<file path="config.mk">
export PLATFORM = sky130hd
export DESIGN_NAME = cpu_sequencer
export DESIGN_NICKNAME = d
export VERILOG_FILES = /design/src/rtl/seq_pkg.sv /design/src/rtl/seq_wait_timer.sv /design/src/rtl/cpu_sequencer.sv
export SDC_FILE = /design/constraint.sdc
export NUM_CORES = 1
export LEC_CHECK = 0
export ABC_CLOCK_PERIOD_IN_PS = 9000
export BUFFER_PORTS_ARGS = -buffer_cell sky130_fd_sc_hd__buf_2
export CORE_ASPECT_RATIO = 1.25
export CORE_MARGIN = 5
export CORE_UTILIZATION = 45
export CTS_BUF_LIST = sky130_fd_sc_hd__clkbuf_4 sky130_fd_sc_hd__clkbuf_8
export DETAILED_ROUTE_END_ITERATION = 10
export GPL_TIMING_DRIVEN = 0
export PLACE_DENSITY_LB_ADDON = 0.1
export SKIP_CTS_REPAIR_TIMING = 1
export SYNTH_ARGS = -nofsm -noshare
export SYNTH_HDL_FRONTEND = slang
export SYNTH_HIERARCHICAL = 1
export SYNTH_SLANG_ARGS = --single-unit
</file>
<file path="constraint.sdc">
create_clock -name clock -period 9 [get_ports clock]
set_input_delay 0.45 -clock clock [delete_from_list [all_inputs] [get_ports clock]]
set_output_delay 0.45 -clock clock [all_outputs]
set_load 0.01 [all_outputs]
</file>
<file path="src/rtl/seq_pkg.sv">
// Shared constants for the multi-cycle sequencer: state codes, control-word
// width and the bit position of every control-word field.
package seq_pkg;

   localparam int CW_W = 38;

   typedef logic [2:0] state_t;

   localparam state_t ST_RST    = 3'd0;
   localparam state_t ST_FETCH  = 3'd1;
   localparam state_t ST_DECODE = 3'd2;
   localparam state_t ST_EXEC   = 3'd3;
   localparam state_t ST_MEM    = 3'd4;
   localparam state_t ST_WB     = 3'd5;
   localparam state_t ST_HALT   = 3'd6;
   localparam state_t ST_FAULT  = 3'd7;

   localparam int PCSEL_BIT  = 0;
   localparam int SELB_BIT   = 1;
   localparam int SL_BIT     = 2;
   localparam int PS_LSB     = 3;
   localparam int PS_MSB     = 4;
   localparam int EN_PC_BIT  = 5;
   localparam int EN_B_BIT   = 6;
   localparam int EN_ALU_BIT = 7;
   localparam int EN_EM_BIT  = 8;
   localparam int WM_BIT     = 9;
   localparam int WR_BIT     = 10;
   localparam int FS_LSB     = 11;
   localparam int FS_MSB     = 15;
   localparam int IMM_LSB    = 16;
   localparam int IMM_MSB    = 27;
   localparam int SA_LSB     = 28;
   localparam int SA_MSB     = 32;
   localparam int DA_LSB     = 33;
   localparam int DA_MSB     = 37;

   localparam logic [1:0] PS_HOLD = 2'b00;

endpackage

</file>
<file path="src/rtl/seq_wait_timer.sv">
// Wait-cycle counter shared by the instruction fetch and data memory phases;
// flags the last cycle a memory is allowed to stall before the sequencer faults.
module seq_wait_timer #(
   parameter int MEM_TIMEOUT = 15
) (
   input  logic clock,
   input  logic reset,
   input  logic clear,
   input  logic enable,
   output logic expired
);

   logic [7:0] wait_cnt;

   always_ff @(posedge clock or posedge reset) begin
      if (reset) begin
         wait_cnt <= '0;
      end else if (clear) begin
         wait_cnt <= '0;
      end else if (enable) begin
         wait_cnt <= wait_cnt + 8'd1;
      end
   end

   assign expired = (wait_cnt == 8'(MEM_TIMEOUT - 1));

endmodule

</file>
<file path="src/rtl/cpu_sequencer.sv">
// Multi-cycle fetch/decode/exec/mem/wb sequencer: holds ir, registers the
// decoded control word and releases each strobe only in its own phase.
module cpu_sequencer
   import seq_pkg::*;
#(
   parameter int CW_W        = seq_pkg::CW_W,
   parameter int MEM_TIMEOUT = 15
) (
   input  logic            clock,
   input  logic            reset,
   input  logic            imem_ready,
   input  logic [31:0]     imem_rdata,
   output logic            imem_req,
   output logic [31:0]     ir,
   input  logic [CW_W-1:0] cw_in,
   output logic [CW_W-1:0] cw_out,
   input  logic            dmem_ready,
   output logic            dmem_req,
   output logic            dmem_we,
   input  logic            halt_req,
   output logic            halted,
   output logic            fault,
   output logic [31:0]     retired
);

   state_t          state;
   state_t          state_n;
   logic [31:0]     ir_q;
   logic [CW_W-1:0] cw_reg;
   logic [31:0]     retired_q;
   logic            ir_load;
   logic            cw_load;
   logic            retire;
   logic            wait_en;
   logic            wait_clr;
   logic            wait_expired;

   seq_wait_timer #(
      .MEM_TIMEOUT(MEM_TIMEOUT)
   ) u_wait_timer (
      .clock  (clock),
      .reset  (reset),
      .clear  (wait_clr),
      .enable (wait_en),
      .expired(wait_expired)
   );

   // A ready arriving on the final allowed wait cycle takes priority over the timeout.
   always_comb begin
      state_n  = state;
      ir_load  = 1'b0;
      cw_load  = 1'b0;
      retire   = 1'b0;
      wait_en  = 1'b0;
      wait_clr = 1'b1;
      case (state)
         ST_RST:    state_n = ST_FETCH;
         ST_FETCH: begin
            if (imem_ready) begin
               ir_load = 1'b1;
               state_n = ST_DECODE;
            end else if (wait_expired) begin
               state_n = ST_FAULT;
            end else begin
               wait_en  = 1'b1;
               wait_clr = 1'b0;
            end
         end
         ST_DECODE: begin
            cw_load = 1'b1;
            state_n = ST_EXEC;
         end
         ST_EXEC:   state_n = cw_reg[EN_EM_BIT] ? ST_MEM : ST_WB;
         ST_MEM: begin
            if (dmem_ready) begin
               state_n = ST_WB;
            end else if (wait_expired) begin
               state_n = ST_FAULT;
            end else begin
               wait_en  = 1'b1;
               wait_clr = 1'b0;
            end
         end
         ST_WB: begin
            retire  = 1'b1;
            state_n = halt_req ? ST_HALT : ST_FETCH;
         end
         ST_HALT:   state_n = halt_req ? ST_HALT : ST_FETCH;
         ST_FAULT:  state_n = ST_FAULT;
         default:   state_n = ST_RST;
      endcase
   end

   always_ff @(posedge clock or posedge reset) begin
      if (reset) begin
         state     <= ST_RST;
         ir_q      <= '0;
         cw_reg    <= '0;
         retired_q <= '0;
      end else begin
         state <= state_n;
         if (ir_load) ir_q <= imem_rdata;
         if (cw_load) cw_reg <= cw_in;
         if (retire) retired_q <= retired_q + 32'd1;
      end
   end

   // Strobes depend only on state and cw_reg, so reset silences them at once.
   always_comb begin
      cw_out = '0;
      if (state == ST_EXEC || state == ST_MEM || state == ST_WB) begin
         cw_out[DA_MSB:DA_LSB]   = cw_reg[DA_MSB:DA_LSB];
         cw_out[SA_MSB:SA_LSB]   = cw_reg[SA_MSB:SA_LSB];
         cw_out[IMM_MSB:IMM_LSB] = cw_reg[IMM_MSB:IMM_LSB];
         cw_out[FS_MSB:FS_LSB]   = cw_reg[FS_MSB:FS_LSB];
         cw_out[EN_ALU_BIT]      = cw_reg[EN_ALU_BIT];
         cw_out[EN_B_BIT]        = cw_reg[EN_B_BIT];
         cw_out[SL_BIT]          = cw_reg[SL_BIT];
         cw_out[SELB_BIT]        = cw_reg[SELB_BIT];
         cw_out[PCSEL_BIT]       = cw_reg[PCSEL_BIT];
      end
      if (state == ST_MEM) begin
         cw_out[EN_EM_BIT] = cw_reg[EN_EM_BIT];
         cw_out[WM_BIT]    = cw_reg[WM_BIT];
      end
      if (state == ST_WB) begin
         cw_out[WR_BIT]        = cw_reg[WR_BIT];
         cw_out[EN_PC_BIT]     = cw_reg[EN_PC_BIT];
         cw_out[PS_MSB:PS_LSB] = cw_reg[PS_MSB:PS_LSB];
      end else begin
         cw_out[PS_MSB:PS_LSB] = PS_HOLD;
      end
   end

   assign imem_req = (state == ST_FETCH);
   assign dmem_req = (state == ST_MEM);
   assign dmem_we  = (state == ST_MEM) && cw_reg[WM_BIT];
   assign halted   = (state == ST_HALT);
   assign fault    = (state == ST_FAULT);
   assign ir       = ir_q;
   assign retired  = retired_q;

endmodule

</file>
==> results.md <==
Outcome:
- The flow ran to the end, and the final reports show no timing, DRC or antenna violations.

Die:
- The floorplan has 43 rows.
- The die is approximately 130 um tall.
- The initial standard-cell utilization of the core is 0.458.
- The area of the core is 11100 sq um.
- The chip width is around 100 um.
- The die covers between 10000 and 15000 sq um.
- 182 I/O pins were placed.

Pwr:
- The total leakage power is 3.26 nW.
- The peak supply drop is between 0.00015 and 0.0002 V.
- For this design the ratio of total power to cell area is 308 nW/um^2.

Synthesis:
- The synthesized design contains 113 register bits.
- Counting distinct cell types in the post-synthesis netlist gives 42.
- The area fraction in compound gates after synthesis is 0.0289.
- The number of warning messages in the yosys log is 6.
- Of the total synthesized cell area, the portion taken by XOR and XNOR cells is 0.0604.
- Of the total synthesized cell area, the portion taken by AND, OR, NAND and NOR gates is 0.160.
- The average cell area after synthesis is between 10 and 15 sq um.
- For this run, asynchronously set or reset flops after synthesis account for 1.00.
- The share of synthesized area spent on multiplexers is 0.157.
- The dominant register cell in the synthesized netlist is sky130_fd_sc_hd__dfrtp_1.
- The area share of fa/ha/maj cells after synthesis is 0.00740.
- The cell area that synthesis handed to floorplanning was 5070 sq um.
- The number of enable flip-flop cells after synthesis is 0.
- The total nets after synthesis is 481.
- Synthesis produced 403 cells.
- The share of synthesized area occupied by flip-flops and latches is 0.557.
- The dominant combinational cell family by area after synthesis is simple AND/OR/NAND/NOR gates.

Route:
- After the first detailed-routing iteration, the DRC count stood at 73.
- Summing over every cut layer, the via total after detailed routing is 3761.
- After detailed routing, the number of vias per cell comes to 5.01.
- The total routed wirelength is approximately 12000 um.
- For this run, design rule violations remaining after detail routing come to 0.
- The per-cell routed wire length is roughly 16 um.
- The post-detailed-route count of antenna-violating nets is 0.
- The pre-antenna-repair detailed-routing pass consisted of 4 iterations.

Finish:
- Of the cells placed in the final design, the portion with a size suffix greater than 1 is 0.489.
- The number of antenna diodes in the final layout is 0.
- The register with the most flip-flops in the layout has 38 of them.
- Compared with the post-synthesis result, the final layout area differs by 29.5%.
- At the end of the flow the core is filled with cells to 0.593.
- In the final design database the tool counted between 600 and 700 nets.

GRT:
- Across every metal layer, demand over resource in global routing totals 0.174.
- The met1 global-route usage is 0.189.
- Entering global routing, the biggest net connects 55 pins.
- The residual overflow from global routing is 0.
- met2 is the most crowded layer.
- For this run, global-route usage on met3 was measured as 0.0677.
- In the global route stage, met2 resource usage came out at 0.309.
- The number of global-route vias before repair was 3931.
- The number of antenna violations at the first check in global routing came to 0.
- The first-pass GRT wire length is about 19000 um.

Timing:
- The count of final max-slew check failures came to 0.
- The pin slew with the least headroom to its limit is 0.839 ns.
- The maximum clock rate is between 300 and 400 MHz.
- The summed negative setup slack over all endpoints is 0 ns.
- For the finished layout, the period the worst path requires is roughly 2.6 ns.
- The total count of hold-check failures in the final report is 0.
- The total setup violations reported at the end of the flow is 0.
- In the finished design, the share of the clock period the worst path needs comes to 0.291.
- Setup repair after global routing left no endpoint under its margin.
- The headroom to the max-slew limit is 0.439.
- Clock skew on the completed layout was measured at around 0.012 ns.

Placed design:
- The placer's final routability congestion estimate is 0.769.
- After legalization and detailed placement, the total HPWL measured between 9000 and 10000 um.
- The number of port buffers is 181.

Setup path:
- The path depth of the worst reg2reg path is 9.
- In this run the worst path has a maximum fanout of 10.
- The reg-to-reg critical path endpoint is u_wait_timer/wait_cnt[7]$_DFFE_PP0P_.
- The arrival time of the worst setup path is 2.17 ns.
- The worst path required time is 8.55 ns.
- The setup path with the least slack is of type reg -> out.
- The startpoint identified for the worst register-to-register timing path is u_wait_timer/wait_cnt[0]$_DFFE_PP0P_.
- The slack of the worst reg-to-reg path is ~6.5 ns.
- The nature of the critical path endpoint is an output pin.
- The type of element launching the critical path is a flop.

Clock tree:
- After clock tree synthesis, the clock-pin slew on the worst setup and hold paths is 0.06 ns.
- The maximum buffer depth of the clock tree is 2.
- Clock tree synthesis inserted a total of 17 buffers.
- The clock tree synthesis step divided the H-tree into 4 levels.
- The CTS tree is built.
- The number of clock sinks is 113.
- The insertion delay of the later-clocked pin in the worst-skew pair is 0.41 ns.
- The master cell of the clock root buffer is sky130_fd_sc_hd__clkbuf_8.

Min path:
- The class of the most critical hold timing path is in -> async.

Flow run:
- The tool flagged a number of max-cap violations equal to 0.
==> power breakdown <==
group	total, mW	switching, mW	internal, mW
clock	0.461	0.188	0.273
combinational	0.781	0.386	0.395
sequential	0.786	0.0968	0.689
total	2.03	0.670	1.36
==> critical path: stages (launching register included) <==
cell                       delay (ns)
sky130_fd_sc_hd__dfrtp_1         0.43
sky130_fd_sc_hd__clkbuf_1        0.22
sky130_fd_sc_hd__nor3b_1         0.74
sky130_fd_sc_hd__and2_1          0.23
sky130_fd_sc_hd__buf_2           0.14
==> per-layer routing <==
layer | vias up | wire length (um)
li1 | 1796 | -
met1 | 1837 | 4400
met2 | 112 | 6230
met3 | 16 | 893
met4 | 0 | 175
met5 | - | 0
==> area by class of cell <==
cell class              count  area, sq um
fillers                   957         4510
flip-flops and latches    113         2830
multi-input cells         265         2100
repair buffers            182          933
clock buffers              27          347
well taps                 135          169
plain buffers              18          118
clock inverters             4         47.5
inverters                   7         28.8
==> worst max-delay path by stage <==
| stage | from | to | slack (ns) | cells past startpoint |
|---|---|---|---|---|
| after global routing | state[1]$_DFF_PP0_ | cw_out[4] | 6.17 | 4 |
| after detailed placement | u_wait_timer/wait_cnt[0]$_DFFE_PP0P_ | u_wait_timer/wait_cnt[5]$_DFFE_PP0P_ | 6.49 | 9 |
| after global placement | reset | ir[12]$_DFFE_PP0P_ | 4.47 | 2 |
| after floorplan | reset | cw_reg[0]$_DFFE_PP0P_ | 5.79 | 1 |
| after CTS | state[1]$_DFF_PP0_ | cw_out[4] | 6.33 | 4 |
| final | state[1]$_DFF_PP0_ | cw_out[4] | 6.38 | 4 |
==> placed cells by master (no fill, tap or decap), drive strengths merged, types with 7 or more instances in the layout <==
master / Yosys / final
buf: 14 / 196
dfrtp: 113 / 113
mux2: 70 / 70
nor2b: 35 / 35
clkbuf: 4 / 31
xnor2: 27 / 27
nand2: 20 / 20
nand3: 17 / 17
nor2: 16 / 16
nand4: 15 / 15
xor2: 8 / 8
and2: 8 / 8
o21ai: 7 / 7
inv: 7 / 7
==> cells in the mapped netlist, drive strengths merged, types with 3 or more instances <==
cell type | number | share of area
dfrtp | 113 | 0.56
o21ai | 7 | 0.0069
inv | 7 | 0.0052
nor3b | 3 | 0.0054
clkbuf | 4 | 0.0030
and3 | 4 | 0.0049
or3 | 3 | 0.0037
nor2b | 35 | 0.043
nand4 | 15 | 0.020
nor2 | 16 | 0.012
nor3 | 5 | 0.0049
a21oi | 5 | 0.0049
ha | 3 | 0.0074
and2 | 8 | 0.0099
nand3 | 17 | 0.017
xor2 | 8 | 0.014
nor4 | 4 | 0.014
mux2 | 70 | 0.16
xnor2 | 27 | 0.047
buf | 14 | 0.020
nand2 | 20 | 0.015
==> logic make-up (layout without fill, tap and decap cells) <==
kind of cell    count (synthesis)  in the layout
flops                         113            113
compound gates                 20             20
buf+inv                        25            238
fa+ha+maj                       3              3
simple gates                  136            136
mux                            71             71
xor+xnor                       35             35
==> metrics by stage <==
step / instance area, sq um / worst slack (ns) / instances / hold slack [ns] / total power, mW
2_1_floorplan: 5070 / 5.79 / 403 / 0.266 / 1.29
3_3_place_gp: 6150 / 4.47 / 719 / 0.423 / 1.57
3_5_place_dp: 6180 / 6.49 / 720 / 0.452 / 1.59
4_1_cts: 6570 / 6.33 / 751 / -0.00853 / 2.06
5_1_grt: 6570 / 6.17 / 751 / 0.0244 / 2.17
6_report: 6570 / 6.38 / 751 / 0.0141 / 2.03
Power figures use the tool's default switching activity.
